<file path="src/rtl/key_param_ctrl_if.sv">
// Configuration write port: valid/ready stream of (addr, data)
// pairs plus an end-of-stream done pulse.
interface key_param_ctrl_if #(
  parameter int AW = 2,
  parameter int DW = 8
);
  logic          cfg_valid;
  logic          cfg_ready;
  logic [AW-1:0] cfg_addr;
  logic [DW-1:0] cfg_data;
  logic          cfg_done;

  modport master (
    output cfg_valid,
    output cfg_addr,
    output cfg_data,
    output cfg_done,
    input  cfg_ready
  );

  modport slave (
    input  cfg_valid,
    input  cfg_addr,
    input  cfg_data,
    input  cfg_done,
    output cfg_ready
  );
endinterface

</file>
<file path="src/rtl/key_param_ctrl.sv">
// Key-driven parameter editor: select/inc/dec with auto-repeat,
// and a commit key that streams every field to the datapath.
module key_param_ctrl #(
  parameter int NUM_PARAM = 4,
  parameter int DW        = 8,
  parameter int MAX_VAL   = 99,
  parameter int HOLD_MS   = 500,
  parameter int REPEAT_MS = 100,
  parameter int AW        = $clog2(NUM_PARAM)
) (
  input  logic          sys_clk,
  input  logic          sys_rst_n,
  input  logic          tick_1ms,
  input  logic [3:0]    key_pos,
  input  logic [3:0]    key_lvl,
  output logic [AW-1:0] cur_sel,
  output logic [DW-1:0] cur_val,
  output logic          dirty,
  output logic          busy,
  key_param_ctrl_if.master cfg
);

  localparam int CMAX = (HOLD_MS > REPEAT_MS) ? HOLD_MS : REPEAT_MS;
  localparam int CW   = $clog2(CMAX + 1);

  localparam logic [AW-1:0] LAST     = AW'(NUM_PARAM - 1);
  localparam logic [DW-1:0] MAXV     = DW'(MAX_VAL);
  localparam logic [CW-1:0] HOLD_END = CW'(HOLD_MS - 1);
  localparam logic [CW-1:0] RPT_END  = CW'(REPEAT_MS - 1);

  typedef enum logic [1:0] {
    S_IDLE,
    S_HOLD,
    S_RPT,
    S_SEND
  } state_t;

  state_t        state_q, state_d;
  logic [CW-1:0] cnt_q, cnt_d;
  logic          dir_q, dir_d;
  logic [AW-1:0] sel_q, sel_d;
  logic [AW-1:0] idx_q, idx_d;
  logic          dirty_q, dirty_d;
  logic          done_q, done_d;
  logic [DW-1:0] fld_q [NUM_PARAM];

  logic          step;
  logic          step_dir;
  logic [DW-1:0] cur;
  logic [DW-1:0] step_val;
  logic [3:0]    kp1;
  logic          held;

  // isolate the lowest set key bit so it alone is decoded
  assign kp1  = key_pos & (~key_pos + 4'd1);
  assign held = dir_q ? key_lvl[2] : key_lvl[1];
  assign cur  = fld_q[sel_q];

  always_comb begin
    if (step_dir)
      step_val = (cur == '0) ? MAXV : cur - DW'(1);
    else
      step_val = (cur >= MAXV) ? '0 : cur + DW'(1);
  end

  always_comb begin
    state_d  = state_q;
    cnt_d    = cnt_q;
    dir_d    = dir_q;
    sel_d    = sel_q;
    idx_d    = idx_q;
    dirty_d  = dirty_q;
    done_d   = 1'b0;
    step     = 1'b0;
    step_dir = dir_q;
    unique case (state_q)
      S_IDLE: begin
        unique case (1'b1)
          kp1[0]: sel_d = (sel_q == LAST) ? '0 : sel_q + AW'(1);
          kp1[1], kp1[2]: begin
            step     = 1'b1;
            step_dir = kp1[2];
            dir_d    = kp1[2];
            cnt_d    = '0;
            state_d  = S_HOLD;
          end
          kp1[3]: begin
            idx_d   = '0;
            state_d = S_SEND;
          end
          default: ;
        endcase
      end
      S_HOLD, S_RPT: begin
        if (!held) begin
          cnt_d   = '0;
          state_d = S_IDLE;
        end else if (tick_1ms) begin
          if (cnt_q == ((state_q == S_HOLD) ? HOLD_END : RPT_END)) begin
            step    = 1'b1;
            cnt_d   = '0;
            state_d = S_RPT;
          end else begin
            cnt_d = cnt_q + CW'(1);
          end
        end
      end
      S_SEND: begin
        if (cfg.cfg_ready) begin
          if (idx_q == LAST) begin
            idx_d   = '0;
            done_d  = 1'b1;
            dirty_d = 1'b0;
            state_d = S_IDLE;
          end else begin
            idx_d = idx_q + AW'(1);
          end
        end
      end
      default: state_d = S_IDLE;
    endcase
    if (step) dirty_d = 1'b1;
  end

  always_ff @(posedge sys_clk or negedge sys_rst_n) begin
    if (!sys_rst_n) begin
      state_q <= S_IDLE;
      cnt_q   <= '0;
      dir_q   <= 1'b0;
      sel_q   <= '0;
      idx_q   <= '0;
      dirty_q <= 1'b0;
      done_q  <= 1'b0;
    end else begin
      state_q <= state_d;
      cnt_q   <= cnt_d;
      dir_q   <= dir_d;
      sel_q   <= sel_d;
      idx_q   <= idx_d;
      dirty_q <= dirty_d;
      done_q  <= done_d;
    end
  end

  always_ff @(posedge sys_clk or negedge sys_rst_n) begin
    if (!sys_rst_n) begin
      for (int i = 0; i < NUM_PARAM; i++) fld_q[i] <= '0;
    end else if (step) begin
      fld_q[sel_q] <= step_val;
    end
  end

  assign cur_sel       = sel_q;
  assign cur_val       = cur;
  assign dirty         = dirty_q;
  assign busy          = (state_q == S_SEND);
  assign cfg.cfg_valid = busy;
  assign cfg.cfg_addr  = busy ? idx_q : '0;
  assign cfg.cfg_data  = busy ? fld_q[idx_q] : '0;
  assign cfg.cfg_done  = done_q;

endmodule

</file>
<file path="src/flat_wrapper.sv">
// flat-port wrapper written by rule: the top's interface ports become plain ports
module key_param_ctrl_flat 
#(
  parameter int NUM_PARAM = 4,
  parameter int DW        = 8,
  parameter int MAX_VAL   = 99,
  parameter int HOLD_MS   = 500,
  parameter int REPEAT_MS = 100,
  parameter int AW        = $clog2(NUM_PARAM)
)
  (sys_clk, sys_rst_n, tick_1ms, key_pos, key_lvl, cur_sel, cur_val, dirty, busy, cfg_cfg_valid, cfg_cfg_addr, cfg_cfg_data, cfg_cfg_done, cfg_cfg_ready);
  key_param_ctrl_if #(.AW(AW), .DW(DW)) cfg_i ();
  input  logic sys_clk;
  input  logic sys_rst_n;
  input  logic tick_1ms;
  input  logic [3:0] key_pos;
  input  logic [3:0] key_lvl;
  output logic [AW-1:0] cur_sel;
  output logic [DW-1:0] cur_val;
  output logic dirty;
  output logic busy;
  output wire logic [$bits(cfg_i.cfg_valid)-1:0] cfg_cfg_valid;
  output wire logic [$bits(cfg_i.cfg_addr)-1:0] cfg_cfg_addr;
  output wire logic [$bits(cfg_i.cfg_data)-1:0] cfg_cfg_data;
  output wire logic [$bits(cfg_i.cfg_done)-1:0] cfg_cfg_done;
  input wire logic [$bits(cfg_i.cfg_ready)-1:0] cfg_cfg_ready;
  assign cfg_cfg_valid = cfg_i.cfg_valid;
  assign cfg_cfg_addr = cfg_i.cfg_addr;
  assign cfg_cfg_data = cfg_i.cfg_data;
  assign cfg_cfg_done = cfg_i.cfg_done;
  assign cfg_i.cfg_ready = cfg_cfg_ready;
  key_param_ctrl #(.NUM_PARAM(NUM_PARAM), .DW(DW), .MAX_VAL(MAX_VAL), .HOLD_MS(HOLD_MS), .REPEAT_MS(REPEAT_MS), .AW(AW)) u_core (.sys_clk(sys_clk), .sys_rst_n(sys_rst_n), .tick_1ms(tick_1ms), .key_pos(key_pos), .key_lvl(key_lvl), .cur_sel(cur_sel), .cur_val(cur_val), .dirty(dirty), .busy(busy), .cfg(cfg_i));
endmodule
</file>
<file path="config.mk">
export PLATFORM = sky130hd
export DESIGN_NAME = key_param_ctrl_flat
export DESIGN_NICKNAME = d
export VERILOG_FILES = /design/src/rtl/key_param_ctrl_if.sv /design/src/rtl/key_param_ctrl.sv /design/src/flat_wrapper.sv
export SDC_FILE = /design/constraint.sdc
export NUM_CORES = 1
export LEC_CHECK = 0
export CAP_MARGIN = 20
export CORE_ASPECT_RATIO = 0.9
export CORE_MARGIN = 2
export CORE_UTILIZATION = 50
export DETAILED_ROUTE_END_ITERATION = 16
export DONT_BUFFER_PORTS = 1
export PLACE_DENSITY_LB_ADDON = 0.2
export SLEW_MARGIN = 20
export SYNTH_ARGS = -nofsm -noshare
export SYNTH_HDL_FRONTEND = slang
export SYNTH_SLANG_ARGS = --single-unit
</file>
<file path="constraint.sdc">
create_clock -name sys_clk -period 2.7 [get_ports sys_clk]
set_input_delay 0.405 -clock sys_clk [delete_from_list [all_inputs] [get_ports sys_clk]]
set_output_delay 0.405 -clock sys_clk [all_outputs]
set_load 0.02 [all_outputs]
</file>
---- After elaboration in Yosys (flattened, before gate mapping) ----
Index checks and enable logic that the tools add are counted.
storage, ports and cells
  input port bits ......................... 12
  register bits ........................... 50
  word-level logic and storage cells ...... 100
  output and inout bits ................... 24
cells by class
  $lt $le $gt $ge ......................... 4
  equality and inequality tests ........... 13
  multiplexer cells ....................... 47
  bitwise logic cells ..................... 4
  add/sub/neg operators ................... 6
  reductions and logical operators ........ 15
operators with widths
  cell                 number
  $mux 8               9
  $mux 9               5
  $bmux 8 s2           2
  $bwmux 32            1
  $mux 2               10
  $pmux 9 s2           1
  $demux 8 s2          1
  $mux 1               14
  $reduce_bool 2->1    5
  $add 9x1->9 const B  1
  $eq 9x9->1           1
  $reduce_and 3->1     3
  $add 8x1->8 const B  1
  $eq 2x2->1 const B   4
  $ge 8x7->1 const B   1
  $logic_not 8->1      1
  $pmux 2 s2           2
  $sub 8x1->8 const B  1
  $ge 3x3->1 const B   2
  $ne 2x2->1 const B   3
  $ne 3x3->1 const B   2
  $not 2->3            2
  $pmux 2 s3           1
  $reduce_and 5->1     1
  other kinds (13)     15

---- Logic depth before layout (Yosys ltp) ----
  depth in word-level cells ............... 9
  gate-level depth with buffers ........... 9
  gate-level depth less buffers ........... 8

---- Worst setup path before layout ----
OpenSTA, ideal clock, no wires.
  path type ............................... register -> register
  from .................................... register u_core.sel_q[0] (netlist: u_core.cur_sel[0])
  to ...................................... register u_core.fld_q[10] in the netlist's numbering
  cell stages (with the launch flop) ...... 10
  path slack .............................. -349 ps
  required time ........................... 2575 ps
  arrival ................................. 2924 ps
  cells stage by stage .................... dfrtp_1 buf_6 mux4_1 inv_1 ha_1 inv_1 or4_4 o21ai_0 o22ai_2 mux2_2
between the ends
  cells in the longest elaborated chain, start to end .. 8
  elaborated cells on any way between the ends .. 17
  those cells by class .................... 2 x add/sub; 3 x order compare; 9 x mux; 1 x bitwise; 2 x reduce/logical
RTL lines
  what                                            line                                        source
  from (decl)                                     key_param_ctrl.sv:41                        logic [AW-1:0] sel_q, sel_d;
  from (signal assigned)                          key_param_ctrl.sv:138                       sel_q <= sel_d;
  $not 2->3 (implied by the code) (*)             key_param_ctrl.sv:57                        assign cur = fld_q[sel_q];
  $bmux 8 s2 (*)                                  key_param_ctrl.sv:57
  $mux 8 (implied by the code) (*) (2 in series)  key_param_ctrl.sv:57
  via cur_val[0]                                  flat_wrapper.sv:19                          output logic [DW-1:0] cur_val;
  $add 8x1->8, or another cell as far along       key_param_ctrl.sv:63                        step_val = (cur >= MAXV) ? '0 : cur + DW'(1);
  $mux 8 (on tied branches)                       key_param_ctrl.sv:63, key_param_ctrl.sv:61
  $mux 8 (*)                                      key_param_ctrl.sv:60                        if (step_dir)
  $bwmux 32 (*)                                   key_param_ctrl.sv:149                       fld_q[sel_q] <= step_val;
  to (signal, indexed assignment)                 key_param_ctrl.sv:149
  to (decl)                                       key_param_ctrl.sv:45                        logic [DW-1:0] fld_q [NUM_PARAM];
Mark *: on every way through the listed nets, which the timed path passes. The rest lies on a longest branch. The select of a mux whose other input is x is not followed.
A chain may end at the register's enable or synchronous reset.

---- Worst setup path in the final report ----
  from .................................... register u_core.sel_q[0] (netlist: u_core.cur_sel[0])
  to ...................................... register u_core.fld_q[6] in the netlist's numbering
between the ends
  cells in the longest elaborated chain, start to end .. 8
  elaborated cells on any way between the ends .. 17
  those cells by class .................... 2 x add/sub; 3 x order compare; 9 x mux; 1 x bitwise; 2 x reduce/logical
RTL lines
  what                                        line
  $not 2->3 (implied by the code) (*)         key_param_ctrl.sv:57, key_param_ctrl.sv:149
  $bmux 8 s2                                  key_param_ctrl.sv:57
  $mux 8 (implied by the code) (2 in series)  key_param_ctrl.sv:57
  $add 8x1->8, or another cell as far along   key_param_ctrl.sv:63
  $mux 8 (on tied branches)                   key_param_ctrl.sv:63, key_param_ctrl.sv:61
  $mux 8                                      key_param_ctrl.sv:60
  $bwmux 32 (*)                               key_param_ctrl.sv:149
Mark *: on every way between the ends. The rest lies on a longest branch, timed or not. The select of a mux whose other input is x is not followed.

==> reports/qor.yml <==
power_and_ir_drop:
  peakVddDrop_mv: 0.6845
  comb_power_share_pct: 66.5
  p_leak_uw: 0.001610
  clock_power_share_pct: 10.1
  power.internal_uw: 2822
  swShare_pct: 45.95
  switchingPower_uw: 2399
  power_density_nw_per_um2: 1366
  p_seq_share_pct: 23.4
yosys:
  synth_nets: 329
  synth_area_sq_um: 3296
  ys_seq_elements: 50
  synth_edf_count: 0
  synthArstFlopShare_pct: 100.0
  syn_inst: 305
  synth_ff_type: "dfrtp_1"
  yosysSeqAreaShare_pct: 37.97
  ys_types: 50
  yosys_warnings: 0
  syn_area_per_cell_sq_um: 10.81
layout:
  regArea_sq_um: 1252
  area_delta_synth_final_pct: 15.98
  drive_gt1_share_pct: 32.72
  multiInputGateArea_sq_um: 1958
  design_area_sq_um: 3822
  final_cell_mix: "dfrtp_1, buf_4, inv_1"
  fin_util_pct: 58.98
  fillers: 549
  final_common_cell: "dfrtp_1"
  fin_nets: 350
  diodes: 0
die:
  die-area_sq_um: 7258
  die_h_microns: 81.02
  rows: 28
  die_w_microns: 89.58
  boundaryPins: 36
  coreArea_sq_um: 6481
  initial_core_util_pct: 50.85
cts:
  cts-root-buf: "clkbuf_8"
  path_clk_slew_ps: 90
  cts_max_level: 2
  cts_sinks: 50
  cts_inserted_buffers: 5
  clkLatencyLatePin_ps: 310
  clk_path_buf_depth: 2
  cts_tree: "yes"
setup_path:
  rr_endpoint: "u_core.fld_q[6]"
  path_delay_family: "multiplexers"
  r2r-start: "u_core.cur_sel[0]"
  crit_path_top_delay_cell: "mux4_1"
  cp-endpoint: "u_core.fld_q[6]"
  crit_path_start_kind: "register"
  cpPeakStageDelay_ps: 610
  worstPathArrival_ps: 2910
  critPathKind: "reg2reg"
  cp_num_buf_inv: 1
  cp_max_fo: 6
  crit_chain: "buf_4, mux4_1, or4_4, a211o_4, o22ai_4, mux2_4"
  r2r_slack_ps: 50
  cp.required_ps: 2950
  cp.depth: 6
  crit_path_start: "u_core.cur_sel[0]"
  rr_worst_depth: 6
  worstSetupEndpointType: "register"
route:
  vias_per_cell: 5.966
  postRouteAntennaNets: 0
  vias: 2488
  drt_iter0_markers: 114
  routedWlPerCell_microns: 18.32
  drc: 0
  wl_mm: 7.638
  dr.pass1.iters: 4
sta:
  slew_headroom_pct: 51.67
  hold_viol: 0
  period_share_pct: 98.32
  rsz0062_at_grt: "true"
  setup_viol: 0
  worst_pin_slew_ps: 724.9
  period_needed_ps: 2655
  fin_skew_ps: 7.774
  max_freq_mhz: 376.7
  maxSlewViolCount: 0
  holdWs_ps: 288.3
global_route:
  grt_overflow: 0
  busiest_layer: "met2"
  use_met1_pct: 31.52
  grt_pass1_vias: 2347
  grt_first_pass_wirelength_mm: 11.90
  antenna_found_initial: 0
  use_met3_pct: 5.183
  grt_use_met2_pct: 32.57
  grt_usage_pct: 21.85
  grt_start_max_net_pins: 51
place:
  io_buffer_count: 0
  gp_congestion: 0.8783
  dp_hpwl_mm: 5.383
  placedInstanceArea_sq_um: 3561
outcome:
  outcome: "finished, final reports clean"
run:
  drv_cap: 0
hold_path:
  hold_class: "in2reg"
state kept, by name (all words and copies together), names as in the netlist:
name,flops
u_core.cfg.cfg_done,1
u_core.state_q,2
u_core.cnt_q,9
u_core.cur_sel,2
u_core.dirty,1
u_core.idx_q,2
u_core.dir_q,1
u_core.fld_q,32
through the flow:
| stage | setup TNS, ps | power, uW | worst slack (ps) | cells |
|---|---|---|---|---|
| 2_1_floorplan | -430.5 | 3530 | -42.57 | 305 |
| 3_3_place_gp | 0 | 4289 | 12.85 | 404 |
| 3_5_place_dp | -58.80 | 4325 | -20.36 | 404 |
| 4_1_cts | 0 | 4901 | 5.792 | 415 |
| 5_1_grt | -512.5 | 5583 | -44.28 | 417 |
| 6_report | 0 | 5222 | 45.38 | 417 |
worst min-delay path by stage:
| stage | from | end | slack, ps | cells past startpoint |
|---|---|---|---|---|
| finish | cfg_cfg_ready | u_core.cfg.cfg_done | 290 | 1 |
| global route | cfg_cfg_ready | u_core.cfg.cfg_done | 260 | 1 |
| CTS | cfg_cfg_ready | u_core.cfg.cfg_done | 280 | 1 |
| detailed placement | sys_rst_n | u_core.idx_q[0] | 110 | 0 |
| global placement | sys_rst_n | u_core.cfg.cfg_done | 110 | 0 |
| floorplan | sys_rst_n | u_core.cfg.cfg_done | 110 | 0 |
logic make-up (layout without fill, tap and decap cells):
| family | count (synthesis) | in the layout | synth area share (%) |
|---|---|---|---|
| DFF | 50 | 50 | 37.97 |
| buffers and inverters | 45 | 67 | 6.492 |
| muxes | 41 | 41 | 19.74 |
| and+or+nand+nor | 82 | 82 | 14.58 |
| xor gates and xnor gates | 4 | 4 | 1.063 |
| AOI/OAI and AO/OA | 71 | 71 | 15.60 |
| adders and majority gates | 12 | 12 | 4.556 |
routing by layer:
metal	share of wire, %	routed length, microns
met5	0	0
met4	1.6	119
met3	5.1	388
met2	47	3572
met1	47	3557
synth_stat cells (2+ instances only):
cell type | number | area [sq um]
nor2_1 | 5 | 18.77
a21o_1 | 2 | 15.01
clkbuf_1 | 9 | 33.78
o31ai_1 | 4 | 30.03
o211ai_1 | 4 | 30.03
dfrtp_1 | 50 | 1251
buf_6 | 3 | 33.78
o21ai_0 | 21 | 105.1
nand4_1 | 3 | 18.77
nand2_1 | 9 | 33.78
xnor2_1 | 4 | 35.03
nand3b_1 | 3 | 22.52
mux2i_1 | 2 | 20.02
a22o_1 | 2 | 17.52
mux4_1 | 3 | 78.83
a21oi_1 | 7 | 35.03
or4_4 | 3 | 33.78
o32ai_1 | 4 | 35.03
and3_1 | 6 | 37.54
inv_1 | 26 | 97.59
nor2b_1 | 7 | 43.79
a41o_1 | 2 | 20.02
mux4_2 | 13 | 292.8
mux2_2 | 23 | 259.0
o22ai_1 | 6 | 37.54
a211oi_2 | 2 | 25.02
nor4_1 | 2 | 12.51
nand2b_1 | 3 | 18.77
buf_4 | 6 | 45.04
and2_1 | 14 | 87.58
o22ai_2 | 3 | 37.54
nand3_1 | 10 | 50.05
nor3_1 | 11 | 55.05
ha_1 | 12 | 150.1
a31oi_1 | 6 | 37.54
power by group through the flow:
stage	Clock, uW	Sequential [uW]	Combinational (uW)
after floorplan	0	1190	2340
after global placement	0	1230	3060
after detailed placement	0	1240	3090
after CTS	542	1220	3140
after global routing	572	1270	3750
final	526	1220	3470
area by class of cell:
cell class	count	share of cell area, %
clock buffer	7	1.997
clock inverter	1	0.7856
inverter	26	2.553
multi-input combinational	210	51.23
sequential	50	32.77
tap	90	2.946
timing repair buffer	33	7.725
repair_timing:
item | 4_1_cts | 5_1_grt
setup buffers | 1 | 2
endpoints found under the setup margin | 6 | 25
gates resized for setup | 1 | 22
hold buffers | 2 | 0
hold endpoints to repair | 50 | 0
pin swaps | 0 | 6
Power figures use the tool's default switching activity.
